## src/rtl/mcs4_clkgen_if.sv

```systemverilog
// Control and clock-output bundle of the MCS-4 two-phase clock generator.
// master: the controlling side (drives run/poc_req, observes the clocks).
// slave:  the clock generator itself.
interface mcs4_clkgen_if;
  logic run;
  logic poc_req;
  logic clk1;
  logic clk2;
  logic poc;
  logic period_strobe;
  logic running;

  modport master (
    output run, poc_req,
    input  clk1, clk2, poc, period_strobe, running
  );

  modport slave (
    input  run, poc_req,
    output clk1, clk2, poc, period_strobe, running
  );
endinterface

```

## src/rtl/mcs4_clkgen.sv

```systemverilog
// MCS-4 two-phase non-overlapping clock generator with power-on-clear.
// A five-state FSM (IDLE, PH1, GAP1, PH2, GAP2) timed by one shared
// down-counter produces clk1/clk2. All outputs come straight from flops
// whose next values are decoded from the next FSM state.
module mcs4_clkgen #(
  parameter int CLK1_HIGH   = 6,
  parameter int GAP1        = 2,
  parameter int CLK2_HIGH   = 6,
  parameter int GAP2        = 2,
  parameter int POC_PERIODS = 64
) (
  input  logic          sysclk,
  input  logic          reset,
  mcs4_clkgen_if.slave  bus
);

  // Every phase and the POC length must be non-zero.
  if (CLK1_HIGH < 1 || GAP1 < 1 || CLK2_HIGH < 1 || GAP2 < 1 || POC_PERIODS < 1) begin : g_param_check
    $error("mcs4_clkgen: every timing parameter must be at least 1");
  end

  localparam int MAX_A  = (CLK1_HIGH > GAP1) ? CLK1_HIGH : GAP1;
  localparam int MAX_B  = (CLK2_HIGH > GAP2) ? CLK2_HIGH : GAP2;
  localparam int MAX_PH = (MAX_A > MAX_B) ? MAX_A : MAX_B;
  localparam int CNT_W  = $clog2(MAX_PH + 1);
  localparam int POC_W  = $clog2(POC_PERIODS + 1);

  localparam logic [CNT_W-1:0] CLK1_LD = CNT_W'(CLK1_HIGH - 1);
  localparam logic [CNT_W-1:0] GAP1_LD = CNT_W'(GAP1 - 1);
  localparam logic [CNT_W-1:0] CLK2_LD = CNT_W'(CLK2_HIGH - 1);
  localparam logic [CNT_W-1:0] GAP2_LD = CNT_W'(GAP2 - 1);
  localparam logic [POC_W-1:0] POC_MAX = POC_W'(POC_PERIODS);

  typedef enum logic [2:0] {
    S_IDLE = 3'd0,
    S_PH1  = 3'd1,
    S_GAP1 = 3'd2,
    S_PH2  = 3'd3,
    S_GAP2 = 3'd4
  } state_t;

  state_t             state_q, state_d;
  logic [CNT_W-1:0]   cnt_q, cnt_d;
  logic [POC_W-1:0]   poc_cnt_q, poc_cnt_d;
  logic               valid_q, valid_d;   // current period began at or after the last poc_req
  logic               poc_q, poc_d;
  logic               clk1_q, clk1_d;
  logic               clk2_q, clk2_d;
  logic               strobe_q, strobe_d;
  logic               running_q, running_d;
  logic               period_done;

  // State register, phase counter, POC bookkeeping and output flops.
  always_ff @(posedge sysclk) begin
    if (reset) begin
      state_q   <= S_IDLE;
      cnt_q     <= '0;
      poc_cnt_q <= '0;
      valid_q   <= 1'b0;
      poc_q     <= 1'b1;
      clk1_q    <= 1'b0;
      clk2_q    <= 1'b0;
      strobe_q  <= 1'b0;
      running_q <= 1'b0;
    end else begin
      state_q   <= state_d;
      cnt_q     <= cnt_d;
      poc_cnt_q <= poc_cnt_d;
      valid_q   <= valid_d;
      poc_q     <= poc_d;
      clk1_q    <= clk1_d;
      clk2_q    <= clk2_d;
      strobe_q  <= strobe_d;
      running_q <= running_d;
    end
  end

  // Next-state logic: each phase lasts (load + 1) cycles; run is only
  // consulted in IDLE and at the end of GAP2, so periods never truncate.
  always_comb begin
    state_d = state_q;
    cnt_d   = cnt_q;
    unique case (state_q)
      S_IDLE: begin
        cnt_d = '0;
        if (bus.run) begin
          state_d = S_PH1;
          cnt_d   = CLK1_LD;
        end
      end
      S_PH1: begin
        if (cnt_q == '0) begin
          state_d = S_GAP1;
          cnt_d   = GAP1_LD;
        end else begin
          cnt_d = cnt_q - 1'b1;
        end
      end
      S_GAP1: begin
        if (cnt_q == '0) begin
          state_d = S_PH2;
          cnt_d   = CLK2_LD;
        end else begin
          cnt_d = cnt_q - 1'b1;
        end
      end
      S_PH2: begin
        if (cnt_q == '0) begin
          state_d = S_GAP2;
          cnt_d   = GAP2_LD;
        end else begin
          cnt_d = cnt_q - 1'b1;
        end
      end
      S_GAP2: begin
        if (cnt_q == '0) begin
          if (bus.run) begin
            state_d = S_PH1;
            cnt_d   = CLK1_LD;
          end else begin
            state_d = S_IDLE;
            cnt_d   = '0;
          end
        end else begin
          cnt_d = cnt_q - 1'b1;
        end
      end
      default: begin
        state_d = S_IDLE;
        cnt_d   = '0;
      end
    endcase
  end

  // Clock outputs decoded from the next state so they are registered.
  always_comb begin
    clk1_d      = (state_d == S_PH1);
    clk2_d      = (state_d == S_PH2);
    running_d   = (state_d != S_IDLE);
    strobe_d    = (state_d == S_PH1) && (state_q != S_PH1);
    period_done = (state_q == S_GAP2) && (cnt_q == '0);
  end

  // POC: count whole periods begun after the last request; release poc on a clk1 rise.
  always_comb begin
    poc_cnt_d = poc_cnt_q;
    valid_d   = valid_q;
    poc_d     = poc_q;
    if (period_done && valid_q && (poc_cnt_q != POC_MAX)) begin
      poc_cnt_d = poc_cnt_q + 1'b1;
    end
    // A period starting on this edge lies entirely after any request seen now.
    if (strobe_d) begin
      valid_d = 1'b1;
    end else if (bus.poc_req) begin
      valid_d = 1'b0;
    end
    if (bus.poc_req) begin
      poc_cnt_d = '0;
      poc_d     = 1'b1;
    end else if (poc_q && strobe_d && (poc_cnt_d == POC_MAX)) begin
      poc_d = 1'b0;
    end
  end

  assign bus.clk1          = clk1_q;
  assign bus.clk2          = clk2_q;
  assign bus.poc           = poc_q;
  assign bus.period_strobe = strobe_q;
  assign bus.running       = running_q;

endmodule

```

## src/flat_wrapper.sv

```systemverilog
// flat-port wrapper written by rule: the top's interface ports become plain ports
module mcs4_clkgen_flat 
#(
  parameter int CLK1_HIGH   = 6,
  parameter int GAP1        = 2,
  parameter int CLK2_HIGH   = 6,
  parameter int GAP2        = 2,
  parameter int POC_PERIODS = 64
)
  (sysclk, reset, bus_run, bus_poc_req, bus_clk1, bus_clk2, bus_poc, bus_period_strobe, bus_running);
  mcs4_clkgen_if bus_i ();
  input  logic sysclk;
  input  logic reset;
  input wire logic [$bits(bus_i.run)-1:0] bus_run;
  input wire logic [$bits(bus_i.poc_req)-1:0] bus_poc_req;
  output wire logic [$bits(bus_i.clk1)-1:0] bus_clk1;
  output wire logic [$bits(bus_i.clk2)-1:0] bus_clk2;
  output wire logic [$bits(bus_i.poc)-1:0] bus_poc;
  output wire logic [$bits(bus_i.period_strobe)-1:0] bus_period_strobe;
  output wire logic [$bits(bus_i.running)-1:0] bus_running;
  assign bus_i.run = bus_run;
  assign bus_i.poc_req = bus_poc_req;
  assign bus_clk1 = bus_i.clk1;
  assign bus_clk2 = bus_i.clk2;
  assign bus_poc = bus_i.poc;
  assign bus_period_strobe = bus_i.period_strobe;
  assign bus_running = bus_i.running;
  mcs4_clkgen #(.CLK1_HIGH(CLK1_HIGH), .GAP1(GAP1), .CLK2_HIGH(CLK2_HIGH), .GAP2(GAP2), .POC_PERIODS(POC_PERIODS)) u_core (.sysclk(sysclk), .reset(reset), .bus(bus_i));
endmodule
```

## config.mk

```make
export PLATFORM = sky130hd
export DESIGN_NAME = mcs4_clkgen_flat
export DESIGN_NICKNAME = d
export VERILOG_FILES = /design/src/rtl/mcs4_clkgen_if.sv /design/src/rtl/mcs4_clkgen.sv /design/src/flat_wrapper.sv
export SDC_FILE = /design/constraint.sdc
export NUM_CORES = 1
export LEC_CHECK = 0
export BUFFER_PORTS_ARGS = -buffer_cell sky130_fd_sc_hd__buf_2
export CAP_MARGIN = 0
export CORE_ASPECT_RATIO = 1.25
export CORE_MARGIN = 2
export CORE_UTILIZATION = 50
export CTS_BUF_LIST = sky130_fd_sc_hd__clkbuf_4 sky130_fd_sc_hd__clkbuf_8 sky130_fd_sc_hd__clkbuf_16
export CTS_CLUSTER_DIAMETER = 80
export DETAILED_ROUTE_END_ITERATION = 10
export PLACE_DENSITY = 0.73
export SLEW_MARGIN = 0
export SYNTH_ARGS = -nofsm -noshare
export SYNTH_HDL_FRONTEND = slang
export SYNTH_SLANG_ARGS = --single-unit
```

## constraint.sdc

```tcl
create_clock -name sysclk -period 2.15 [get_ports sysclk]
set_clock_uncertainty 0.15 [all_clocks]
set_input_delay 0.1075 -clock sysclk [delete_from_list [all_inputs] [get_ports sysclk]]
set_output_delay 0.1075 -clock sysclk [all_outputs]
set_load 0.02 [all_outputs]
```

==> impl_metrics.toml <==
[power]
power_density_nw_per_um2 = 783.8
p_leak_nw = 0.3910
combinationalPowerShare = 0.243
p_int_mw = 0.5402
seqPwrFrac = 0.530
switchingPower_mw = 0.2571
ir_worst_vdd_mv = 0.3914
swShare = 0.3225
clkPwrFrac = 0.227
totalPowerFinal_mw = 0.7973

[worst_setup_path]
cp_slowest_cell = "dfxtp_1"
worstSetupStartpointType = "flop"
cp_cell_sequence = "and4bb_2 -> nand3_2 -> or3_1 -> a21oi_2 -> a31oi_1"
path_class = "flop to flop"
path_buf_inv = 0
reg2reg_setup_slack_ns = 0.32
cp.required_ns = 2.19
cp_max_fo = 9
cpPeakStageDelay_ns = 0.41
cp-end-kind = "flop"
cp.arrival_ns = 1.87
crit_family = "simple AND/OR/NAND/NOR gates"

[sta]
fin_setup_tns_ns = 0
finalSetupViolCount = 0
timing.final.crit_period_ns = 1.828
period_share = 0.8504
rsz0062_at_grt = "false"
fmax_mhz = 547.0
hold_viol = 0
worst_slew_pin_slew_ns = 0.3444
drv_slew = 0
slew_headroom = 0.7680

[die]
start_util = 0.5294
io_pins = 9
rows = 17
die_height_um = 52.05
core_sq_um = 1744
die_area_sq_um = 2209
dieWidth_um = 42.44

[run_status]
status = "finished, final reports clean"

[synthesis]
syn_area_sq_um = 923.4
synth_compound_area_frac = 0.1545
synth_seq_area_share = 0.4119
yosys.area_share.simple = 0.2791
synth_xor_area_frac = 0.06640
syn_area_per_cell_sq_um = 8.794
yosys-mux-area-fraction = 0.01084
synth_seq_cells = 19
syn_inst = 105
synth_top_cell_by_area = "dfxtp_1"
synth_top_family_by_area = "simple AND/OR/NAND/NOR gates"
synthDistinctLibCells = 37
synthTopCellsByArea = "dfxtp_1 (41%), nor2_1 (6.5%), xor2_1 (4.7%)"
synth_adder_area_share = 0.02710
syn-num-nets = 111
yosysTopAreaCellShare = 0.4119
yosys_warnings = 0

[routing]
num_vias = 787
via_per_inst = 5.830
drc = 0
drt_iter0_markers = 8
ant_nets = 0
wire_per_inst_um = 12.96
firstDrtPassIters = 4
drt_wl_total_um = 1750

[final_layout]
syn_to_final_growth_pct = 10.16
final_nets = 123
drive_above_1_share = 0.1638
largest_reg_flops = 7
largest_register = "u_core.poc_cnt_q"
largestRegisters = "u_core.poc_cnt_q (7), u_core.cnt_q (3), u_core.state_q (3)"
layout_common_cells = "dfxtp_1 (19), nor2_1 (16), o21ai_0 (8), buf_2 (8), nand2_1 (7)"
mostFrequentLayoutCell = "dfxtp_1"
diodes = 0
fill_cells = 171

[clock_network]
clkTransAtPathRegs_ns = 0.11
htree_levels = 1
cts_resized = 0
cts-hold-fix-buffers = 3
cts_buffers = 3
clock_latency_ns = 0.30
clk_path_buf_depth = 2
clock_sinks = 19
tritoncts = "built"
post_cts_buffers = 0
root_buffer = "clkbuf_4"

[global_route]
grt_pass1_wl_um = 2939
grt_pass1_vias = 740
grt_max_degree = 13
track_usage = 0.1827
antenna_found_initial = 0
grt_overflow = 0

[placed_design]
port_buffers = 8
routabilityCongestion = 0.8119
dp_hpwl_um = 1276

[hold_path]
hold_class = "flop to flop"

[job]
drv_cap = 0
-- worst reg2reg max path, stage by stage (launching register included) --
cell and delay, ns:
dfxtp_1 0.41, and4bb_2 0.41, nand3_2 0.10, or3_1 0.38, a21oi_2 0.18, a31oi_1 0.10
-- kinds of logic (layout without fill, tap and decap cells) --
kind of cell	count (synthesis)	in the layout
compound gates	22	22
xor+xnor	7	7
fa+ha+maj	2	2
buf+inv	8	19
flops	19	19
mux	1	1
simple gates	46	46
-- metal layers --
layer | wire length (um) | track usage | vias up | share of wire
met5 | 0 | 0 | - | 0
met4 | 80 | 0.1406 | 0 | 0.046
met3 | 49 | 0.02083 | 9 | 0.028
met2 | 867 | 0.3487 | 18 | 0.50
met1 | 752 | 0.1749 | 367 | 0.43
li1 | - | - | 393 | -
-- synth_stat cells, drive strengths merged --
| cell | count |
|---|---|
| mux2i | 1 |
| a21o | 1 |
| nand2b | 1 |
| nor4b | 2 |
| clkbuf | 1 |
| nor2 | 16 |
| dfxtp | 19 |
| nand2 | 7 |
| xor2 | 5 |
| nand4bb | 1 |
| and3 | 2 |
| or3 | 1 |
| a21oi | 6 |
| a2bb2oi | 1 |
| a221oi | 1 |
| a31oi | 1 |
| xnor2 | 2 |
| and4bb | 1 |
| o21ai | 8 |
| buf | 4 |
| o21bai | 1 |
| nor3 | 4 |
| and4 | 1 |
| nand4 | 2 |
| nand3 | 4 |
| ha | 2 |
| o2111ai | 1 |
| o211a | 1 |
| o2111a | 1 |
| or2 | 2 |
| nor3b | 2 |
| inv | 3 |
-- worst paths after layout --
kind,from,to,cells after the start
setup reg to reg,u_core.state_q[0],u_core.bus.poc,5
setup / recovery,u_core.state_q[0],u_core.bus.poc,5
hold / removal,u_core.valid_q,u_core.valid_q,1
hold reg to reg,u_core.valid_q,u_core.valid_q,1
-- power by group through the flow --
stage	Combinational, mW	Clock, mW	Sequential (mW)
after floorplan	0.162	0	0.429
after global placement	0.190	0	0.429
after detailed placement	0.190	0	0.430
after CTS	0.195	0.190	0.422
after global routing	0.219	0.201	0.428
final	0.194	0.181	0.423
-- layout make-up --
type	count	area, sq um	share of cell area
tap	19	23.77	0.02337
timing repair buffer	12	77.57	0.07626
multi-input combinational	78	496.7	0.4883
clock buffer	3	22.52	0.02214
sequential	19	380.4	0.3739
inverter	3	11.26	0.01107
clock inverter	1	5.005	0.004920
-- stage by stage --
step	instances	hold slack, ns	worst slack, ns	util	instance area [sq um]
4_1_cts	135	0.3437	0.3301	0.5832	1017
3_5_place_dp	128	0.2910	0.3554	0.5502	959.7
3_3_place_gp	128	0.2777	0.3932	0.5502	959.7
6_report	135	0.3364	0.3217	0.5832	1017
2_1_floorplan	105	0.04906	0.4560	-	923.4
5_1_grt	135	0.3486	0.1894	0.5832	1017
No activity file was read; power rests on OpenSTA's default activity.
